<file path="src/rtl/queue_enq_arbiter.sv">
// Round-robin arbiter that shares one queue enqueue port among N_REQ producers.
// An owner may keep the port for up to MAX_BURST back-to-back transfers before
// priority rotates. The arbiter is zero-latency: it holds no payload storage, and
// it gates transfers with the same accept rule the queue itself uses.
module queue_enq_arbiter #(
  parameter int unsigned N_REQ     = 4,
  parameter int unsigned WIDTH     = 32,
  parameter int unsigned MAX_BURST = 2
) (
  input  logic                     clk,
  input  logic                     rst,
  input  logic [N_REQ-1:0]         req_valid_i,
  input  logic [N_REQ*WIDTH-1:0]   req_data_i,
  output logic [N_REQ-1:0]         req_ready_o,
  input  logic                     q_full_i,
  input  logic                     q_dequeue_i,
  output logic                     q_enqueue_o,
  output logic [WIDTH-1:0]         q_data_o,
  output logic                     grant_valid_o,
  output logic [$clog2(N_REQ)-1:0] grant_id_o
);

  localparam int unsigned IdW  = $clog2(N_REQ);
  localparam int unsigned CntW = $clog2(MAX_BURST + 1);
  localparam logic [CntW-1:0] MaxCnt = CntW'(MAX_BURST);

  logic [IdW-1:0]  owner_q, owner_d;
  logic [CntW-1:0] burst_q, burst_d;

  logic            can_enq;
  logic            hold;
  logic            any_valid;
  logic            found;
  logic            xfer;
  logic [IdW-1:0]  grant;
  int unsigned     search_idx;

  // Owner and burst counter; reset puts requester 0 at top priority.
  always_ff @(posedge clk) begin
    if (rst) begin
      owner_q <= IdW'(N_REQ - 1);
      burst_q <= '0;
    end else begin
      owner_q <= owner_d;
      burst_q <= burst_d;
    end
  end

  // Grant selection: keep an unfinished burst, otherwise search after the owner.
  always_comb begin
    can_enq    = !q_full_i || q_dequeue_i;
    any_valid  = |req_valid_i;
    hold       = (burst_q != '0) && (burst_q < MaxCnt) && req_valid_i[owner_q];
    grant      = '0;
    found      = 1'b0;
    search_idx = 0;
    if (hold) begin
      grant = owner_q;
    end else begin
      // The owner itself is visited last (i == N_REQ), giving it lowest priority.
      for (int unsigned i = 1; i <= N_REQ; i++) begin
        search_idx = (32'(owner_q) + i) % N_REQ;
        if (!found && req_valid_i[IdW'(search_idx)]) begin
          grant = IdW'(search_idx);
          found = 1'b1;
        end
      end
    end
    xfer = any_valid && can_enq;
  end

  // Handshake outputs; payload is muxed straight through from the granted lane.
  always_comb begin
    req_ready_o   = '0;
    grant_valid_o = any_valid;
    grant_id_o    = any_valid ? grant : '0;
    q_enqueue_o   = xfer;
    q_data_o      = '0;
    if (xfer) begin
      req_ready_o[grant] = 1'b1;
    end
    if (any_valid) begin
      q_data_o = req_data_i[32'(grant)*WIDTH +: WIDTH];
    end
  end

  // Next-state: advance on a transfer, release the burst if the owner went idle.
  always_comb begin
    owner_d = owner_q;
    burst_d = burst_q;
    if (xfer) begin
      owner_d = grant;
      // hold implies burst_q < MAX_BURST, so the increment cannot overflow.
      burst_d = hold ? burst_q + CntW'(1) : CntW'(1);
    end else if (!req_valid_i[owner_q]) begin
      burst_d = '0;
    end
  end

endmodule

</file>
<file path="config.mk">
export PLATFORM = sky130hd
export DESIGN_NAME = queue_enq_arbiter
export DESIGN_NICKNAME = d
export VERILOG_FILES = /design/src/rtl/queue_enq_arbiter.sv
export SDC_FILE = /design/constraint.sdc
export NUM_CORES = 1
export LEC_CHECK = 0
export BUFFER_PORTS_ARGS = -buffer_cell sky130_fd_sc_hd__buf_2
export CORE_AREA = 2 2 101 54
export DETAILED_ROUTE_END_ITERATION = 12
export DIE_AREA = 0 0 103 56
export PLACE_DENSITY_LB_ADDON = 0.15
export SLEW_MARGIN = 20
export SYNTH_ARGS = -nofsm -noshare
export SYNTH_HDL_FRONTEND = slang
export SYNTH_SLANG_ARGS = --single-unit
</file>
<file path="constraint.sdc">
create_clock -name clk -period 2.1 [get_ports clk]
set_clock_uncertainty 0.1 [all_clocks]
set_input_delay 0 -clock clk [delete_from_list [all_inputs] [get_ports clk]]
set_output_delay 0 -clock clk [all_outputs]
set_load 0.01 [all_outputs]
</file>
==> run_results.csv, run 1 <==
group,metric,value,unit
die,core_area,0.00482,mm2
global_route,antenna_found_initial,0,
layout,num_antenna_cells,0,
global_route,gr-total-overflow,0,
clocking,clock_tree.root_cell,"clkbuf_8",
synthesis,yosysTopAreaCellShare,45.4,%
layout,fillers,454,
die,rows,18,
layout,area_delta_synth_final,106,%
synthesis,synth_top_cell_by_area,"mux2i_1",
timing,period_share,119,%
placement,io_buffers,175,
clocking,clock_path_buffers,2,
timing,worst_slack,-399,ps
timing,fmax,400,MHz
synthesis,postSynthRegisterBits,4,
global_route,grt_usage,21.1,%
timing,min_period,2500,ps
timing,hold_ws,242,ps
clocking,clock_latency,210,ps
clocking,htreeDepth,1,
synthesis,synthTopCellsByArea,"mux2i_1, o22ai_1, buf_6",
critical_path,worst_path_max_delay_cell,"a2111oi_4",
route,drt_iter0_markers,48,
clocking,cts_made_buffers,3,
power,p_total,2550,uW
timing,rsz0062_at_grt,"true",
power,p_leak,0.00158,uW
route,vias_per_cell,4.95,
timing,drv_slew,0,
synthesis,synth_cells,176,
critical_path,cp_max_fo,8,
synthesis,synth_compound_area_share,23.9,%
synthesis,synth_top_family_by_area,"multiplexers",
layout,layout_commonest_cell,"buf_2",
route,wl,6.74,mm
timing,slew_headroom,60.7,%
global_route,grt_max_degree,33,
clocking,clock_sinks,4,
critical_path,crit_chain,"or2_4 > a2111oi_4 > o31ai_4 > o32ai_4 > buf_6 > buf_12 > buf_16 > mux2i_2 > o22ai_1 > buf_2",
critical_path,start_kind,"flop",
synthesis,syn_nets,313,
die,start_util,30.7,%
synthesis,synth.avg_cell_area,8.40,um2
critical_path,setup.worst_path.end_class,"output pin",
timing,tightest_slew,585,ps
timing,finalSetupViolCount,39,
critical_path,cp.required,2000,ps
synthesis,synthMuxAreaShare,48.4,%
clocking,cts_tree,"done",
timing,finalHoldViolCount,0,
run_status,violations,"negative setup slack",
synthesis,seq_area_frac_synth,5.42,%
route,drc_errors,0,
layout,layout_common_cells,"buf_2, mux2i_1, o22ai_1",
route,wl_per_cell,15.1,um
synthesis,synth_xor_area_share,0,%
route,postRouteAntennaNets,0,
placement,gp_congestion,0.865,
synthesis,synth-simple-area-share,8.98,%
synthesis,synthAdderAreaFrac,0.847,%
min_path,hold_class,"input pin to flop",
synthesis,synth_cell_types,34,
synthesis,synth_area,0.00148,mm2
die,io_pins,176,
clocking,clk_pin_slew,30,ps
route,drt-pass1-iter-count,4,
die,die_area,0.00577,mm2
global_route,grt_pass1_vias,2139,
synthesis,synth_warnings,0,
power,peakVddDrop,0.445,mV
die,die_width,103,um
critical_path,crit_buf_inv,4,
power,p_per_area,838,mW/mm2
critical_path,r2r_setup_slack,-150,ps
critical_path,crit_family,"compound AO/OA/AOI/OAI gates",
critical_path,critical-path-max-stage-delay,430,ps
route,num_vias,2203,
critical_path,worst_ep_arrival_time,2400,ps
placement,place_inst,421,
global_route,grt_first_pass_wirelength,9.91,mm
critical_path,crit_type,"flop to output pin",
die,die_h,56,um
layout,layout.cells.non_filler,445,
flow_run,cap_violations,0,
layout,drive_gt1_share,66.1,%
placement,hpwl,4.58,mm
layout,nets,514,
run_status,outcome,"complete, but fails checks",
registers in the layout (all words and copies together) (netlist names):
name / count
owner_q: 2
burst_q: 2
synth_stat cells:
master,number
mux2i_1,67
o22ai_1,34
buf_6,11
inv_1,6
nand2_1,6
nor3_1,6
nor2_1,5
dfxtp_1,4
and3_1,3
buf_2,3
a21boi_0,2
a21oi_1,2
buf_4,2
mux2_1,2
mux2_2,2
nand2b_1,2
nand3_1,2
a2111o_1,1
a2111oi_4,1
a211o_1,1
a211oi_1,1
a31oi_1,1
clkbuf_1,1
ha_1,1
inv_2,1
nand2_4,1
o21ai_0,1
o21ai_1,1
o21bai_1,1
o2bb2ai_1,1
o31ai_1,1
o32a_2,1
o32ai_1,1
or2_4,1
worst min-delay path: stages:
cell     delay (ps)
buf_2            70
o21ai_1         200
nor2_2          160
a211o_1          90
power by group:
group	leakage [uW]	switching [uW]	internal, uW	total (uW)
logic	0.00153	1030	1250	2280
clock network	0.0000216	38.2	122	160
registers	0.0000331	21.1	88.0	109
total	0.00158	1090	1460	2550
cells by family after synthesis:
group | Yosys count
simple gates | 26
buf+inv | 24
mux | 71
fa+ha+maj | 1
compound gates | 50
flops | 4
per-layer routing:
layer  track usage [%]  routed length (um)
met5                 0                   0
met4              3.38                  75
met3              2.39                 242
met2              39.0                3520
met1              26.5                2900
timing repair:
item,in CTS,in global routing
cloned,6,2
setup buffers,13,3
endpoints found under the hold margin,4,0
gates resized for setup,35,27
hold buffers,1,0
setup endpoints to repair,40,40
pin swaps,16,24
metrics by stage:
| stage | util, % | area, um2 | TNS, ps | setup WS, ps |
|---|---|---|---|---|
| after global routing | 63.1 | 3040 | -17980 | -528 |
| after global placement | 50.9 | 2450 | -6360 | -231 |
| after floorplan | - | 1480 | -165 | -5.51 |
| after detailed placement | 50.9 | 2450 | -7550 | -258 |
| after CTS | 59.4 | 2860 | -11000 | -358 |
| final | 63.1 | 3040 | -13190 | -399 |
layout make-up:
cell class                      instances  area (um2)  share of cell area, %
Clock buffer                            3        41.3                   1.36
Inverter                                7        28.8                  0.946
Sequential cell                         4        85.1                   2.80
Multi-Input combinational cell        149        1410                   46.2
Tap cell                               70        87.6                   2.88
Timing Repair Buffer                  212        1390                   45.8
worst paths after layout:
path                                                end  depth (start not counted)                    start
worst max-delay path                        q_data_o[1]                         10  owner_q[0]$_SDFFE_PP1P_
worst min-delay path            owner_q[1]$_SDFFE_PP1P_                          4              q_dequeue_i
worst max register to register  owner_q[1]$_SDFFE_PP1P_                          7  owner_q[0]$_SDFFE_PP1P_
worst min register to register  burst_q[1]$_SDFFE_PP0P_                          2  burst_q[1]$_SDFFE_PP0P_
No activity file was read; power rests on OpenSTA's default activity.
==> run 2, diff against run 1 <==
Settings changed: RECOVER_POWER from default to 100.
==> run_results.csv, run 2 (synthesized netlist as in run 1, its figures left out) <==
group,metric,value,unit
global_route,met3_usage,2.39,%
clocking,cts_made_buffers,3,
layout,nets,514,
placement,place_inst,421,
critical_path,crit_buf_inv,4,
critical_path,critical-path-max-stage-delay,430,ps
clocking,clock_latency,210,ps
layout,postLayoutCoreUtil,63.1,%
flow_run,cap_violations,0,
route,drt_iter0_markers,52,
run_status,outcome,"complete, but fails checks",
clocking,clock_path_buffers,2,
route,postRouteAntennaNets,0,
route,wl_per_cell,15.1,um
layout,reg.largest.list,"burst_q x2, owner_q x2",
route,vias_per_cell,4.94,
layout,layout.cells.non_filler,445,
critical_path,endpoint,"q_data_o[1]",
die,io_pins,176,
timing,finalHoldViolCount,0,
placement,io_buffers,175,
critical_path,r2r_setup_slack,-150,ps
route,num_vias,2197,
global_route,grtUsageMet1,26.5,%
timing,rsz0062_at_grt,"true",
layout,num_antenna_cells,0,
critical_path,crit_path_start,"owner_q[0]$_SDFFE_PP1P_",
min_path,hold_class,"input pin to flop",
timing,finalSetupViolCount,39,
die,die_h,56,um
clocking,clk_pin_slew,30,ps
timing,slew_headroom,60.5,%
global_route,grt_pass1_vias,2139,
critical_path,crit_family,"compound AO/OA/AOI/OAI gates",
critical_path,start_kind,"flop",
route,drt-pass1-iter-count,4,
layout,register_area,85.1,um2
placement,hpwl,4.58,mm
timing,drv_slew,0,
critical_path,reg2reg_to,"owner_q[1]$_SDFFE_PP1P_",
timing,fmax,400,MHz
global_route,grt_usage,21.1,%
power,p_per_area,838,mW/mm2
critical_path,worst_path_max_delay_cell,"a2111oi_4",
die,core_area,0.00482,mm2
global_route,grt_max_degree,33,
critical_path,crit_chain,"or2_4 > a2111oi_4 > o31ai_4 > o32ai_4 > buf_6 > buf_12 > buf_16 > mux2i_2 > o22ai_1 > buf_2",
layout,multiInputGateArea,0.00141,mm2
clocking,clock_tree.root_cell,"clkbuf_8",
layout,layout_commonest_cell,"buf_2",
global_route,grtUsageMet2,39.0,%
timing,finalSetupTns,-13200,ps
critical_path,worst_ep_arrival_time,2400,ps
global_route,grt-busiest-layer,"met2",
timing,min_period,2500,ps
critical_path,rr_worst_depth,7,
layout,layout_common_cells,"buf_2, mux2i_1, o22ai_1",
critical_path,setup.worst_path.end_class,"output pin",
critical_path,crit_type,"flop to output pin",
critical_path,cp.required,2000,ps
critical_path,r2r-start,"owner_q[0]$_SDFFE_PP1P_",
route,drc_errors,0,
power,p_leak,0.00158,uW
route,wl,6.73,mm
power,peakVddDrop,0.445,mV
global_route,grt_first_pass_wirelength,9.91,mm
die,start_util,30.7,%
timing,period_share,119,%
timing,tightest_slew,588,ps
clocking,cts_tree,"done",
critical_path,cp_max_fo,8,
placement,gp_congestion,0.865,
die,die_area,0.00577,mm2
global_route,antenna_found_initial,0,
layout,drive_gt1_share,65.6,%
global_route,gr-total-overflow,0,
clocking,clock_sinks,4,
timing,worst_slack,-399,ps
layout,fillers,454,
layout,area_delta_synth_final,106,%
run_status,violations,"negative setup slack",
clocking,htreeDepth,1,
critical_path,cp.depth,10,
min_path,hold_start,"q_dequeue_i",
die,rows,18,
die,die_width,103,um
[run 2: changes by cell type in the layout (fill, tap and decap cells not counted), sizes merged]
| cell | change |
|---|---|
| buf | -2 |
| clkbuf | +2 |
[run 2: layout make-up]
| cell class | instances | share of cell area [%] |
|---|---|---|
| multi-input combinational | 149 | 46.3 |
| timing repair buffer | 212 | 45.8 |
| tap | 70 | 2.88 |
| sequential | 4 | 2.80 |
| clock buffer | 3 | 1.36 |
| inverter | 7 | 0.947 |
[run 2: what timing repair did]
item,in CTS,in global routing
resized for setup,35,27
hold buffers,1,0
setup endpoints to repair,40,40
endpoints found under the hold margin,4,0
setup buffers,13,3
gates cloned,6,2
pin swaps,16,24
[run 2: layer usage]
layer  wire, um  part of all wire [%]
met1       2880                    43
met4         88                   1.3
met5          0                     0
met3        233                   3.5
met2       3530                    52
[run 2: worst register-to-register path, cell delays in order (launching register included)]
cell	delay, ps
dfxtp_4	360
or2_4	240
a2111o_1	470
a31oi_2	220
o32a_4	310
buf_6	140
nor2_2	30
a211o_1	270
[run 2: report_power, final]
| part | total (uW) | internal [uW] | switching, uW |
|---|---|---|---|
| Combinational | 2280 | 1250 | 1030 |
| Clock | 160 | 122 | 38.3 |
| Sequential | 109 | 88.0 | 21.0 |
[run 2: through the flow]
stage               setup WS, ps  cell area [um2]  power [uW]  hold slack, ps
floorplan                  -5.51             1480        1240           -27.2
global placement            -231             2450        1710             115
detailed placement          -258             2450        1730             126
CTS                         -358             2860        2360             253
global route                -528             3040        2700             286
finish                      -399             3040        2550             244
[run 2: how the worst min path moves through the flow]
stage | depth (start not counted) | slack [ps] | endpoint
finish | 4 | 240 | owner_q[1]$_SDFFE_PP1P_
CTS | 4 | 250 | owner_q[1]$_SDFFE_PP1P_
floorplan | 1 | -30 | burst_q[0]$_SDFFE_PP0P_
global route | 3 | 290 | burst_q[0]$_SDFFE_PP0P_
global placement | 2 | 120 | burst_q[0]$_SDFFE_PP0P_
detailed placement | 2 | 130 | burst_q[0]$_SDFFE_PP0P_
